$ cat src/rtl/uart_tx_arbiter.sv
// Packet-granular round-robin arbiter sharing one UART transmitter byte port
// between NUM_REQ byte streams, with an optional burst cap and stall timeout.
module uart_tx_arbiter #(
    parameter int NUM_REQ       = 4,
    parameter int MAX_BURST     = 0,
    parameter int STALL_TIMEOUT = 0
) (
    input  logic                   clk,
    input  logic                   reset_n,
    input  logic [8*NUM_REQ-1:0]   req_data,
    input  logic [NUM_REQ-1:0]     req_valid,
    input  logic [NUM_REQ-1:0]     req_last,
    output logic [NUM_REQ-1:0]     req_ready,
    output logic [7:0]             tx_data,
    output logic                   tx_valid,
    input  logic                   tx_ready,
    output logic [NUM_REQ-1:0]     grant,
    output logic                   busy
);

    localparam int PTR_W   = $clog2(NUM_REQ);
    localparam int BURST_W = (MAX_BURST > 0) ? $clog2(MAX_BURST + 1) : 1;
    localparam int STALL_W = (STALL_TIMEOUT > 0) ? $clog2(STALL_TIMEOUT + 1) : 1;

    localparam logic [0:0] ST_IDLE = 1'b0;
    localparam logic [0:0] ST_OWN  = 1'b1;

    localparam logic [PTR_W:0]     NUM_REQ_W   = (PTR_W + 1)'(NUM_REQ);
    localparam logic [PTR_W-1:0]   LAST_IDX    = PTR_W'(NUM_REQ - 1);
    localparam logic [BURST_W-1:0] BURST_LIMIT = BURST_W'(MAX_BURST);
    localparam logic [STALL_W-1:0] STALL_LIMIT = STALL_W'(STALL_TIMEOUT);

    logic [0:0]         state;
    logic [PTR_W-1:0]   ptr;
    logic [PTR_W-1:0]   owner;
    logic [BURST_W-1:0] burst_cnt;
    logic [STALL_W-1:0] stall_cnt;
    logic               buf_valid;
    logic [7:0]         buf_data;

    logic               win_found;
    logic [PTR_W-1:0]   win_idx;
    logic [NUM_REQ-1:0] win_onehot;
    logic [PTR_W:0]     cand;

    logic               owner_valid;
    logic               owner_last;
    logic [7:0]         owner_data;
    logic               can_accept;
    logic               owner_hs;
    logic [BURST_W-1:0] burst_next;
    logic [STALL_W-1:0] stall_next;
    logic               burst_rel;
    logic               stall_rel;
    logic               release_grant;

    // Round-robin pick: first valid requester scanning upward from ptr, wrapping.
    always_comb begin
        win_found  = 1'b0;
        win_idx    = '0;
        win_onehot = '0;
        cand       = '0;
        for (int k = 0; k < NUM_REQ; k++) begin
            cand = {1'b0, ptr} + (PTR_W + 1)'(k);
            if (cand >= NUM_REQ_W) begin
                cand = cand - NUM_REQ_W;
            end
            if (!win_found && req_valid[cand[PTR_W-1:0]]) begin
                win_found = 1'b1;
                win_idx   = cand[PTR_W-1:0];
            end
        end
        if (win_found) begin
            win_onehot[win_idx] = 1'b1;
        end
    end

    assign owner_valid = req_valid[owner];
    assign owner_last  = req_last[owner];
    assign owner_data  = req_data[{owner, 3'b000} +: 8];

    // The buffer can take a byte when empty or when it drains this same cycle.
    assign can_accept = !buf_valid || tx_ready;
    assign req_ready  = grant & {NUM_REQ{can_accept}};
    assign owner_hs   = (state == ST_OWN) && owner_valid && can_accept;

    assign burst_next = burst_cnt + 1'b1;
    assign stall_next = stall_cnt + 1'b1;
    assign burst_rel  = (MAX_BURST != 0) && owner_hs && (burst_next == BURST_LIMIT);
    assign stall_rel  = (STALL_TIMEOUT != 0) && (state == ST_OWN) && !owner_valid &&
                        (stall_next == STALL_LIMIT);
    assign release_grant = (owner_hs && owner_last) || burst_rel || stall_rel;

    assign tx_valid = buf_valid;
    assign tx_data  = buf_data;
    assign busy     = (|grant) || buf_valid;

    always_ff @(posedge clk) begin
        if (!reset_n) begin
            state     <= ST_IDLE;
            grant     <= '0;
            owner     <= '0;
            ptr       <= '0;
            burst_cnt <= '0;
            stall_cnt <= '0;
        end else begin
            case (state)
                ST_IDLE: begin
                    if (win_found) begin
                        state <= ST_OWN;
                        grant <= win_onehot;
                        owner <= win_idx;
                    end
                end
                ST_OWN: begin
                    if (release_grant) begin
                        state     <= ST_IDLE;
                        grant     <= '0;
                        ptr       <= (owner == LAST_IDX) ? '0 : owner + 1'b1;
                        burst_cnt <= '0;
                        stall_cnt <= '0;
                    end else begin
                        if ((MAX_BURST != 0) && owner_hs) begin
                            burst_cnt <= burst_next;
                        end
                        if (owner_valid) begin
                            stall_cnt <= '0;
                        end else if (stall_cnt != '1) begin
                            stall_cnt <= stall_next;
                        end
                    end
                end
                default: begin
                    state <= ST_IDLE;
                    grant <= '0;
                end
            endcase
        end
    end

    // Output byte buffer; a byte already buffered still drains after a release.
    always_ff @(posedge clk) begin
        if (!reset_n) begin
            buf_valid <= 1'b0;
            buf_data  <= 8'h00;
        end else if (owner_hs) begin
            buf_valid <= 1'b1;
            buf_data  <= owner_data;
        end else if (buf_valid && tx_ready) begin
            buf_valid <= 1'b0;
        end
    end

endmodule

$ cat config.mk
export PLATFORM = sky130hd
export DESIGN_NAME = uart_tx_arbiter
export DESIGN_NICKNAME = d
export VERILOG_FILES = /design/src/rtl/uart_tx_arbiter.sv
export SDC_FILE = /design/constraint.sdc
export NUM_CORES = 1
export LEC_CHECK = 0
export CORE_AREA = 8 8 49 90
export DETAILED_ROUTE_END_ITERATION = 8
export DIE_AREA = 0 0 57 98
export GPL_TIMING_DRIVEN = 1
export PLACE_DENSITY = 0.7
export RECOVER_POWER = 50
export SLEW_MARGIN = 20
export SYNTH_ARGS = -nofsm -noshare
export SYNTH_HDL_FRONTEND = slang
export SYNTH_SLANG_ARGS = --single-unit
$ cat constraint.sdc
create_clock -name clk -period 2.1 [get_ports clk]
set_input_delay 0.525 -clock clk [delete_from_list [all_inputs] [get_ports clk]]
set_output_delay 0.525 -clock clk [all_outputs]
set_load 0.02 [all_outputs]
Word level (Yosys, flattened, before mapping)
Cells that the tools add are included.
{ "op_classes": {"n_addsub": 8, "n_lt_le_gt_ge": 11, "n_eq_ne": 3, "shifts": 1, "mux": 35, "bitwise": 2, "reduce_logical": 19} }
{ "ops": {"columns": ["cell", "count"], "rows": [
  ["32-bit by 6-bit indexed part select with 8-bit output", 1],
  ["2-bit by 3-bit < comparator with 1-bit output, second input constant", 6],
  ["2-bit 2-to-1 mux", 9],
  ["1-bit 2-to-1 mux", 15],
  ["1-bit binary-select mux with 2-bit select", 6],
  ["3-bit greater-or-equal comparator, second input constant", 3],
  ["1-bit logical AND", 8],
  ["4-bit 2-to-1 mux", 2],
  ["4-bit case mux with 2 select lines", 1],
  ["2-bit by 1-bit subtractor with 2-bit output, second input constant", 4],
  ["2-bit by 2-bit adder with 3-bit output, second input constant", 2],
  ["2-bit AND reduction", 3],
  ["4-bit AND", 1],
  ["1-bit logical NOT", 4],
  ["4-bit OR reduction", 1],
  ["2-bit by 1-bit adder with 3-bit output, second input constant", 1],
  ["2-bit by 3-bit greater-or-equal comparator with 1-bit output, second input constant", 1],
  ["2-bit by 1-bit adder with 2-bit output, second input constant", 1],
  ["1-bit demux with 2-bit select", 1],
  ["2-bit == test, second input constant", 1],
  ["2-bit by 1-bit greater-or-equal comparator with 1-bit output, second input constant", 1],
  ["1-bit logical OR", 2],
  ["2-bit by 1-bit != test with 1-bit output, second input constant", 1],
  ["2-bit != test, second input constant", 1],
  ["other kinds (3)", 3]
]} }
{ "word_totals": {"reg_bits": 18, "inputBits": 43, "out_inout_bits": 18, "elab_cells": 85} }

Longest topological paths before layout
{ "depth": {"depth_word": 20, "mapped_depth": 6, "ltp_nobuf": 4} }

Worst setup path before layout
No wires, ideal clock.
{ "synth_path": {"path_kind": "input-to-reg", "startpoint": "input port req_valid[3]", "endpoint": "register ptr[0]", "setup_ps": 118, "arrival_ps": 1492, "required_time_ps": 1982, "slack_ps": 490, "stages": 6, "path_buffers": 2, "cell_sequence": "mux4_2 > nand3_2 > buf_8 > nor2b_4 > buf_6 > mux2i_1"} }
{ "synth_via": {"elab_chain_len": 6} }
{ "synth_lines": {"columns": ["element", "line_no", "rtl"], "rows": [
  ["start, declared", "11", "input logic [NUM_REQ-1:0] req_valid,"],
  ["1-bit binary-select mux with 2-bit select", "78", "assign owner_valid = req_valid[owner];"],
  ["1-bit 2-to-1 mux (implied by the code)", "78", null],
  ["1-bit logical AND (2 in a row)", "85", "assign owner_hs = (state == ST_OWN) && owner_valid && can_accept;"],
  ["1-bit logical AND", "92", "assign release_grant = (owner_hs && owner_last) || burst_rel || stall_rel;"],
  ["2-bit AND reduction (no line)", null, null],
  ["end signal, assigned", "119", "ptr <= (owner == LAST_IDX) ? '0 : owner + 1'b1;"],
  ["end, declared", "34", "logic [PTR_W-1:0] ptr;"]
]} }
No other way between the ends. The select of a mux whose other input is x is not followed.
A chain may end at the register's enable or synchronous reset.

Final worst setup path
{ "layout_path": {"startpoint": "input port req_valid[0]", "endpoint": "register ptr[0]"} }
Same word-level chain as after synthesis.

==> summary.log <==
INFO  outcome        status=complete, no violations
INFO  yosys          syn_nets=149
INFO  finish         final.fill_count=319
INFO  yosys          synth_edf_count=0
INFO  global_routing maximum_number_of_pins_on_one_net_before_global_route_repair=12
INFO  detailed_routing drtIter0Drc=20
INFO  yosys          synth.yosys.seq_area_share=0.335
INFO  global_routing global_route.usage.total=0.110
INFO  yosys          synth.top_cells.by_area=sky130_fd_sc_hd__dfxtp_1 (33%), sky130_fd_sc_hd__mux4_2 (21%), sky130_fd_sc_hd__mux2i_1 (9.3%)
INFO  floorplanning  fp.dieArea=0.00559mm^2
INFO  yosys          synthArstFlopShare=0
INFO  timing         worst_pin_slew=0.352ns
INFO  clock_tree     clk_path_buf_depth=2
INFO  finish         commonest_non_fill_non_tap_cells_in_the_layout=sky130_fd_sc_hd__clkdlybuf4s50_1 (42), sky130_fd_sc_hd__dfxtp_1 (18), sky130_fd_sc_hd__dlygate4sd3_1 (14), sky130_fd_sc_hd__nor2_1 (11), sky130_fd_sc_hd__nand2_1 (11)
INFO  timing         grt_setup_unrepaired=false
INFO  timing         timing.final.crit_share=0.941
INFO  setup_path     cpMaxStageDelayCell=sky130_fd_sc_hd__clkdlybuf4s50_1
INFO  floorplanning  top_level_ports=61
INFO  yosys          number_of_instances_in_the_synthesized_netlist=105
INFO  finish         final_design_area_no_fill=0.00179mm^2
INFO  finish         final_layout_size_suffix_gt1_frac=0.174
INFO  detailed_routing wl=3.06mm
INFO  pwr            clock_power_share=0.252
INFO  finish         design.final.nets=217
INFO  yosys          syn-mean-instance-area=10.2um^2
INFO  pwr            netSwitchingFraction=0.300
INFO  pwr            share_comb_of_total_power=0.385
INFO  detailed_routing dr_total_vias=1096
INFO  setup_path     worstSetupStartpointType=input pin
INFO  yosys          synth_top_area_cell=sky130_fd_sc_hd__dfxtp_1
INFO  timing         final_max_slew_viol_count=0
INFO  detailed_routing met2RoutedLength=1.47mm
INFO  yosys          top_area_cell_type_share_of_the_netlist_area=0.335
INFO  global_routing antenna_found_initial=0
INFO  floorplanning  dieHeight=98um
INFO  clock_tree     cts_sinks=18
INFO  setup_path     path_cells=clkdlybuf4s50_1 -> mux4_2 -> nand3_2 -> buf_12 -> nor2b_2 -> mux2i_1
INFO  pwr            power.static_leakage=0.000748uW
INFO  setup_path     setup.worst_path.class=in -> reg
INFO  detailed_routing drt.antenna.violating_nets=0
INFO  global_routing grt_first_pass_wirelength=5.22mm
INFO  yosys          yosys.cell_types.count=29
INFO  detailed_routing wl_met1=1.20mm
INFO  setup_path     critical-path-top-delay-family=buffers and inverters
INFO  setup_path     worstPathArrival=2.16ns
INFO  timing         skew=0.000947ns
INFO  clock_tree     clock_buffer_count_from_cts=3
INFO  pwr            max-vdd-ir-drop=398uV
INFO  global_routing grt_overflow_total=0
INFO  detailed_routing routed_wire_length_per_instance=15.0um
INFO  hold_path      hold_path.class=reg -> reg
INFO  finish         synthesis_to_finish_area_growth=65.9%
INFO  global_routing first_global_vias=1191
INFO  setup_path     r2r_setup_slack=0.39ns
INFO  clock_tree     clk-insertion-delay-late=0.25ns
INFO  timing         clock.fmax=506MHz
INFO  place          dpl_cell_area=0.00175mm^2
INFO  finish         final_core_area_utilization=0.541
INFO  clock_tree     htree_levels=1
INFO  pwr            power_density=637mW/mm^2
INFO  timing         timing.hold.ws=0.492ns
INFO  setup_path     worst_setup_ep_type=register
INFO  detailed_routing drt_drc_violations_left=0
INFO  setup_path     worstPathBufferInverterCount=2
INFO  timing         timing.slew.headroom=0.762
INFO  finish         final_common_cell=sky130_fd_sc_hd__clkdlybuf4s50_1
INFO  yosys          ys.warnings.count=0
INFO  detailed_routing dr_vias_cell=5.37
INFO  place          placement.io_buffers=60
INFO  place          detailed_place_hpwl=2.56mm
INFO  pwr            power.total=1140uW
INFO  setup_path     data_required_time_of_the_worst_path=2.29ns
INFO  clock_tree     cts_tree=done
INFO  yosys          ys_ff_latch=18
INFO  setup_path     max_stage_delay=0.54ns
INFO  yosys          synth_flop_cell=sky130_fd_sc_hd__dfxtp_1
INFO  floorplanning  chipWidth=57um
INFO  detailed_routing drtPass1Iterations=4
INFO  pwr            intPower=796uW
INFO  place          routabilityCongestion=0.804
INFO  run            timing.max_cap.violations=0
INFO  detailed_routing met3_wirelength=370um
INFO  detailed_routing topRoutingLayerUsed=met4
INFO  clock_tree     cts_root_buffer=sky130_fd_sc_hd__clkbuf_8
INFO  setup_path     crit_fanout=9
INFO  pwr            switching_power=341uW
INFO  timing         report.final.setup_viol=0
INFO  pwr            seq_power_share=0.362
INFO  timing         final-hold-violation-count=0
INFO  floorplanning  core=0.00330mm^2
INFO  floorplanning  start_util=0.326
INFO  finish         antenna-diode-count=0
INFO  clock_tree     worst_setup_hold_path_clk_slew=0.07ns
INFO  floorplanning  placement_rows=30
INFO  yosys          post_synth_instance_area=0.00108mm^2
INFO  timing         period_minus_slack=1.98ns
[cell type report]
| class | count | area (um^2) | area share |
|---|---|---|---|
| Clock buffer | 4 | 55.1 | 0.0308 |
| Tap cell | 32 | 40.0 | 0.0224 |
| Multi-Input combinational cell | 80 | 666 | 0.373 |
| Sequential cell | 18 | 360 | 0.202 |
| Inverter | 1 | 3.75 | 0.00210 |
| Timing Repair Buffer | 69 | 661 | 0.370 |
[per-layer routing]
layer | vias up | track usage
met1 | 507 | 0.121
met5 | - | 0
met2 | 55 | 0.178
met3 | 4 | 0.0571
li1 | 530 | -
met4 | 0 | 0.0273
[synthesized netlist by cell type, types with 4 or more instances]
| master | count |
|---|---|
| sky130_fd_sc_hd__a21oi_1 | 4 |
| sky130_fd_sc_hd__o32ai_1 | 4 |
| sky130_fd_sc_hd__nor2_1 | 11 |
| sky130_fd_sc_hd__mux4_2 | 10 |
| sky130_fd_sc_hd__and2_1 | 5 |
| sky130_fd_sc_hd__dfxtp_1 | 18 |
| sky130_fd_sc_hd__nand2_1 | 11 |
| sky130_fd_sc_hd__mux2i_1 | 10 |
| sky130_fd_sc_hd__nor2b_1 | 4 |
| sky130_fd_sc_hd__nand3_1 | 5 |
[path summary, 6_finish.rpt]
path | from | endpoint | cells after the start
hold / removal | tx_data[4]$_SDFFE_PN0P_ | tx_data[4]$_SDFFE_PN0P_ | 2
hold reg to reg | tx_data[4]$_SDFFE_PN0P_ | tx_data[4]$_SDFFE_PN0P_ | 2
setup / recovery | req_valid[0] | ptr[0]$_SDFFE_PN0P_ | 6
setup reg to reg | owner[0]$_SDFFE_PN0P_ | ptr[0]$_SDFFE_PN0P_ | 5
[flip-flops by register name, summed over array words and instances, names as in the netlist]
signal	count
grant	4
tx_data	8
owner	2
tx_valid	1
ptr	2
state	1
[what timing repair did]
item | CTS | global route
hold buffers | 0 | 0
gates cloned | 0 | 0
resized for setup | 12 | 5
endpoints found under the setup margin | 4 | 4
setup buffers | 0 | 0
[power groups by stage]
| stage | clock [uW] | sequential [uW] | combinational [uW] |
|---|---|---|---|
| 2_1_floorplan | 0 | 446 | 226 |
| 3_5_place_dp | 0 | 421 | 462 |
| 5_1_grt | 307 | 420 | 477 |
| 4_1_cts | 291 | 413 | 461 |
| 6_report | 287 | 412 | 439 |
| 3_3_place_gp | 0 | 420 | 455 |
[through the flow]
stage | setup TNS, ns | worst slack [ns] | std cells
2_1_floorplan | 0 | 0.490 | 105
3_3_place_gp | -1.24 | -0.281 | 200
3_5_place_dp | -1.59 | -0.314 | 200
4_1_cts | 0 | 0.0196 | 204
5_1_grt | 0 | 0.0582 | 204
6_report | 0 | 0.123 | 204
[cells by family after synthesis]
group | Yosys count | share of synthesized area
compound gates | 16 | 0.103
mux | 20 | 0.302
flops | 18 | 0.335
buf+inv | 7 | 0.0442
fa+ha+maj | 1 | 0.0116
simple gates | 43 | 0.203
[worst reg2reg max path, cell delays in order (launching register included)]
cell and delay, ns:
sky130_fd_sc_hd__dfxtp_1 0.54, sky130_fd_sc_hd__mux4_2 0.30, sky130_fd_sc_hd__nand3_2 0.10, sky130_fd_sc_hd__buf_12 0.17, sky130_fd_sc_hd__nor2b_2 0.31, sky130_fd_sc_hd__mux2i_1 0.22
(Power assumes the default switching activity.)
